$ cat config.mk
export PLATFORM = sky130hd
export DESIGN_NAME = instr_prefetch_queue
export DESIGN_NICKNAME = d
export VERILOG_FILES = /design/src/rtl/instr_prefetch_queue.sv
export SDC_FILE = /design/constraint.sdc
export NUM_CORES = 1
export LEC_CHECK = 0
export BUFFER_PORTS_ARGS = -buffer_cell sky130_fd_sc_hd__buf_2
export CORE_MARGIN = 2
export CORE_UTILIZATION = 53
export CTS_BUF_LIST = sky130_fd_sc_hd__clkbuf_2
export DETAILED_ROUTE_END_ITERATION = 12
export PLACE_DENSITY = 0.8
export SYNTH_ARGS = -nofsm -noshare
export SYNTH_HDL_FRONTEND = slang
export SYNTH_SLANG_ARGS = --single-unit
$ cat constraint.sdc
create_clock -name iCLK -period 2.44 [get_ports iCLK]
set_input_delay 0.488 -clock iCLK [delete_from_list [all_inputs] [get_ports iCLK]]
set_output_delay 0.488 -clock iCLK [all_outputs]
set_load 0.02 [all_outputs]
$ cat src/rtl/instr_prefetch_queue.sv
// Instruction prefetch queue: fetches sequential words ahead of the IF stage over a
// single-outstanding variable-latency bus; any PC discontinuity flushes and refetches.
module instr_prefetch_queue #(
  parameter int unsigned DEPTH    = 4,
  parameter logic [31:0] RESET_PC = 32'h0040_0000,
  localparam int unsigned CW      = $clog2(DEPTH + 1),
  localparam int unsigned PW      = $clog2(DEPTH)
) (
  input  logic          iCLK,
  input  logic          iRST,
  input  logic [31:0]   iPC,
  input  logic          iAdvance,
  output logic [31:0]   oInstr,
  output logic          oStall,
  output logic [CW-1:0] oCount,
  output logic          oMemRead,
  output logic [31:0]   oMemAddress,
  input  logic          iMemReady,
  input  logic          iMemValid,
  input  logic [31:0]   iMemData
);

  logic [31:0]   r_data [DEPTH];
  logic [PW-1:0] r_rd_ptr, r_wr_ptr;
  logic [CW-1:0] r_count;
  logic [31:0]   r_head_addr, r_next_fetch;
  logic          r_pending, r_drop;

  logic [PW-1:0] w_rd_ptr_d, w_wr_ptr_d;
  logic [CW-1:0] w_count_d;
  logic [31:0]   w_head_addr_d, w_next_fetch_d;
  logic          w_pending_d, w_drop_d;

  logic          w_flush, w_hit, w_pop, w_resp, w_push, w_accept, w_room, w_mem_read;
  logic [CW:0]   w_inflight;

  assign w_flush    = (iPC != r_head_addr);
  assign w_hit      = !w_flush && (r_count != '0);
  assign w_pop      = w_hit && iAdvance;
  assign w_resp     = iMemValid && r_pending && !w_flush;
  assign w_push     = w_resp && !r_drop;
  // Queued entries plus the outstanding request each hold a slot, so a push never overflows.
  assign w_inflight = {1'b0, r_count} + {{CW{1'b0}}, r_pending};
  assign w_room     = (w_inflight < (CW + 1)'(DEPTH));
  assign w_mem_read = iRST && !w_flush && (!r_pending || iMemValid) && w_room;
  assign w_accept   = w_mem_read && iMemReady;

  assign oStall      = !w_hit;
  assign oInstr      = w_hit ? r_data[r_rd_ptr] : 32'h0;
  assign oCount      = r_count;
  assign oMemRead    = w_mem_read;
  assign oMemAddress = r_next_fetch;

  always_comb begin
    w_rd_ptr_d     = r_rd_ptr;
    w_wr_ptr_d     = r_wr_ptr;
    w_count_d      = r_count;
    w_head_addr_d  = r_head_addr;
    w_next_fetch_d = r_next_fetch;
    w_pending_d    = r_pending;
    w_drop_d       = r_drop;
    if (w_flush) begin
      w_rd_ptr_d     = '0;
      w_wr_ptr_d     = '0;
      w_count_d      = '0;
      w_head_addr_d  = iPC;
      w_next_fetch_d = iPC;
      // A response still in flight belongs to the old stream and must be swallowed.
      if (r_pending && iMemValid) begin
        w_pending_d = 1'b0;
        w_drop_d    = 1'b0;
      end else if (r_pending) begin
        w_drop_d = 1'b1;
      end
    end else begin
      if (w_pop) begin
        w_rd_ptr_d    = r_rd_ptr + 1'b1;
        w_head_addr_d = r_head_addr + 32'd4;
      end
      if (w_push) begin
        w_wr_ptr_d = r_wr_ptr + 1'b1;
      end
      if (w_resp && r_drop) begin
        w_drop_d = 1'b0;
      end
      if (w_accept) begin
        w_pending_d    = 1'b1;
        w_next_fetch_d = r_next_fetch + 32'd4;
      end else if (w_resp) begin
        w_pending_d = 1'b0;
      end
      case ({w_push, w_pop})
        2'b10:   w_count_d = r_count + 1'b1;
        2'b01:   w_count_d = r_count - 1'b1;
        default: w_count_d = r_count;
      endcase
    end
  end

  always_ff @(posedge iCLK or negedge iRST) begin
    if (!iRST) begin
      r_rd_ptr     <= '0;
      r_wr_ptr     <= '0;
      r_count      <= '0;
      r_head_addr  <= RESET_PC;
      r_next_fetch <= RESET_PC;
      r_pending    <= 1'b0;
      r_drop       <= 1'b0;
    end else begin
      r_rd_ptr     <= w_rd_ptr_d;
      r_wr_ptr     <= w_wr_ptr_d;
      r_count      <= w_count_d;
      r_head_addr  <= w_head_addr_d;
      r_next_fetch <= w_next_fetch_d;
      r_pending    <= w_pending_d;
      r_drop       <= w_drop_d;
    end
  end

  always_ff @(posedge iCLK) begin
    if (w_push) begin
      r_data[r_wr_ptr] <= iMemData;
    end
  end

endmodule
==> results.txt <==
----------------------------------------------------
[Pwr]
  P_leak ... around 4.7 nW
  Pwr/cell area ... a little under 500 mW/mm^2
  Total power consumption of the routed design ... between 0.006 and 0.007 W
  IR drop worst, VDD ... about 0.35 mV

[Critical path]
  Crit path kind ... reg2out
  Slowest CP cell ... sky130_fd_sc_hd__or3_4
  Largest fanout of any net on the critical path ... 8
  Sort of element at the end of the critical path ... output pin
  Worst path required time ... 1.95 ns
  Worst path cell trace ... xor2_1 -> nor4_2 -> nand4_1 -> or3_4 -> clkbuf_16 -> nor2b_1 -> buf_4
  Kind of start point of the critical path ... flop
  Slowest cell delay on critical path ... between 0.5 and 0.6 ns
  Arrival time worst endpoint ... approximately 3 ns
  Crit-path leading delay family ... simple AND/OR/NAND/NOR gates
  Bufs and invs on worst path ... 2

[Timing]
  Post-Route Setup TNS ... -55.11 ns
  Max Freq ... ~290 MHz
  Max Slew Vio Count ... 0
  Total setup violations reported at the end of the flow ... 209
  Final hold viol count ... 0
  Clock period minus worst slack ... roughly 3.5 ns
  Final cycle utilization of the critical path ... 1.43
  Transition time at the pin with the least slew margin ... about 0.93 ns
  Max_slew headroom ... 0.377
  Final-layout worst hold slack ... roughly 0.058 ns
  Worst path setup slack after routing ... -1.06 ns
  RSZ-0062 raised after global routing ... yes
  Final Skew ... 0.0694 ns

[Clocking]
  CTS buffer count ... 17
  CTS tree ... built
  Clock transition at the registers of the reported paths ... 0.32 ns
  Count of clock tree sinks ... between 150 and 200
  Master cell of the clock root buffer ... sky130_fd_sc_hd__clkbuf_2
  Worst skew pair latency ... ~0.81 ns
  CTS HTree Levels ... 4
  Number of buffers on the longest clock path ... 2

[Job]
  Number of violations of the max-capacitance limit ... 0

[Detailed routing]
  Post-detailed-route via-to-cell ratio ... 6.04
  Via count ... 7,043
  Routed wire length ... roughly 27,000 microns
  Violation count after the first detailed-route iteration ... 720
  Final ANT Viol Nets ... 0
  DRC errors left ... 0
  DR pass1 iterations ... 6
  Avg WL per Cell ... approximately 23 microns

[Logic synthesis]
  Proportion of synthesized chip area in sequential cells ... 0.608
  Number of distinct library cell variants in the gate-level netlist after synthesis ... 54
  Top post-synthesis cells by area ... sky130_fd_sc_hd__edfxtp_1 (42%), sky130_fd_sc_hd__dfrtp_1 (19%), sky130_fd_sc_hd__mux4_2 (7.8%)
  EDFF count, synth ... 128
  Predominant post-synthesis flop cell ... sky130_fd_sc_hd__edfxtp_1
  Number of synthesized register bits ... between 150 and 200
  Fraction of registers with async set/reset ... 0.357
  Fraction of post-synthesis cell area in the top cell type by area ... 0.415
  Post-synthesis area per instance ... 14.1 sq um
  Number of warning messages in the yosys log ... 0
  Synthesized area ... 0.00925 sq mm
  Cell taking the most area after synthesis ... sky130_fd_sc_hd__edfxtp_1
  Net Count, Synth ... between 700 and 800
  Post-Syn Instances ... roughly 660

[Run status]
  Run status ... finished, violations left
  Violations in the final reports ... negative setup slack

[Placed design]
  Cell Count Post-Placement ... between 1,000 and 1,500
  Detailed Place HPWL ... 15,000 microns
  Worst setup timing slack at the placement stage ... -0.413 ns
  Routability congestion estimate from global placement ... 0.917
  # port buffers ... 137

[Worst hold path]
  Path type of the worst min-delay path ... in2reg

[Cells and area]
  Number of antenna cells inserted ... 0
  Highest-count cells in the layout ignoring fill and taps ... sky130_fd_sc_hd__edfxtp_1 (128), sky130_fd_sc_hd__buf_2 (104), sky130_fd_sc_hd__buf_4 (70), sky130_fd_sc_hd__dfrtp_1 (68), sky130_fd_sc_hd__dlygate4sd3_1 (61)
  Most common cell after layout, fill and taps aside ... sky130_fd_sc_hd__edfxtp_1
  Final-stage net count ... approximately 1,000
  Layout cells sized above 1 ... 0.409
  Non-Filler Instances ... between 1,000 and 1,500
  Signed area change from the synthesized netlist to the final layout ... 36.1%
  Filler cells ... 1,073

[Floorplan]
  Die outline height ... around 140 microns
  Initial cell density of the core ... 0.539
  Number of standard-cell rows in the floorplan ... between 40 and 50
  Number of placed I/O pins ... around 140
  Die Outline Area ... approximately 0.019 sq mm
  Std-Cell Core Area ... around 0.017 sq mm
  Die width ... between 100 and 150 microns

[Global routing]
  Initial antenna violation count ... 0
  Overall fraction of global-route tracks in use ... 0.263
  Largest net degree at the start of global routing ... roughly 70
  Global-route wire length before repair ... 36,700 microns
  Number of global-route vias before repair ... slightly below 7,000
  Total congestion overflow ... 0

----------------------------------------------------
## state kept, by name, summed over array words and instances, names as in the netlist
signal       count
oCount           3
r_pending        1
r_data         128
r_head_addr     31
r_rd_ptr         2
r_wr_ptr         2
r_drop           1
oMemAddress     31
## stage by stage
stage / util / cell area (sq um)
6_report: 0.733 / 12600
5_1_grt: 0.733 / 12600
4_1_cts: 0.694 / 11900
3_5_place_dp: 0.624 / 10700
3_3_place_gp: 0.624 / 10700
2_1_floorplan: - / 9320
## final cells by class
cell class / instances / area [sq um] / area share
Inverter: 12 / 45.0 / 0.00358
Clock buffer: 17 / 85.1 / 0.00676
Clock inverter: 15 / 219 / 0.0174
Multi-Input combinational cell: 408 / 3740 / 0.297
Timing Repair Buffer: 291 / 2590 / 0.206
Tap cell: 225 / 282 / 0.0224
Sequential cell: 199 / 5620 / 0.447
## logic make-up after synthesis
logic type | count (synthesis) | share of synthesized area
xor+xnor | 93 | 0.0880
buf+inv | 49 | 0.0238
flops | 199 | 0.608
simple gates | 177 | 0.122
compound gates | 80 | 0.0480
fa+ha+maj | 7 | 0.0103
mux | 51 | 0.101
## final timing paths
path	start	to	slack (ns)	cells after the start
worst max register to register	r_head_addr[21]	oCount[2]	-0.38	13
worst max-delay path	r_head_addr[21]	oInstr[19]	-1.06	7
max in group asynchronous	iRST	r_rd_ptr[0]	1.31	3
min in group asynchronous	iRST	oMemAddress[13]	0.48	3
worst min-delay path	iPC[14]	r_head_addr[14]	0.06	3
worst min register to register	r_drop	r_drop	0.56	2
## worst min-delay path: cells and delay by family
family,cells,cell delay (ns)
buffers and inverters,2,0.22
multiplexers,1,0.13
## Yosys cell counts, drive strengths merged, types with 5 or more instances
library cell and n:
nand4 19, and3 10, dfrtp 69, o21ai 69, mux2 16, nor2 17
nand2 21, xor2 51, clkbuf 19, buf 18, nor2b 35, and4 5
edfxtp 128, mux4 32, nor4 24, ha 6, nor3 13, nand3 19
xnor2 42, inv 12
## power by group
group | total (W) | internal (W) | switching [W]
logic | 0.000567 | 0.000267 | 0.000300
clock network | 0.00193 | 0.000647 | 0.00128
registers | 0.00371 | 0.00365 | 0.0000604
total | 0.00621 | 0.00457 | 0.00164
## routing by layer
layer  wire length (microns)  global-route usage
met1                    9850               0.343
met2                   14300               0.457
met3                    2340              0.0447
met4                     749              0.0741
met5                       0                   0
## what timing repair did
item	in CTS	in global routing
resized for setup	65	93
gates cloned	2	13
hold buffers	61	0
buffers inserted	10	5
pin swaps	15	8
endpoints found under the setup margin	37	226
hold endpoints to repair	244	0
No activity file was read; power rests on OpenSTA's default activity.
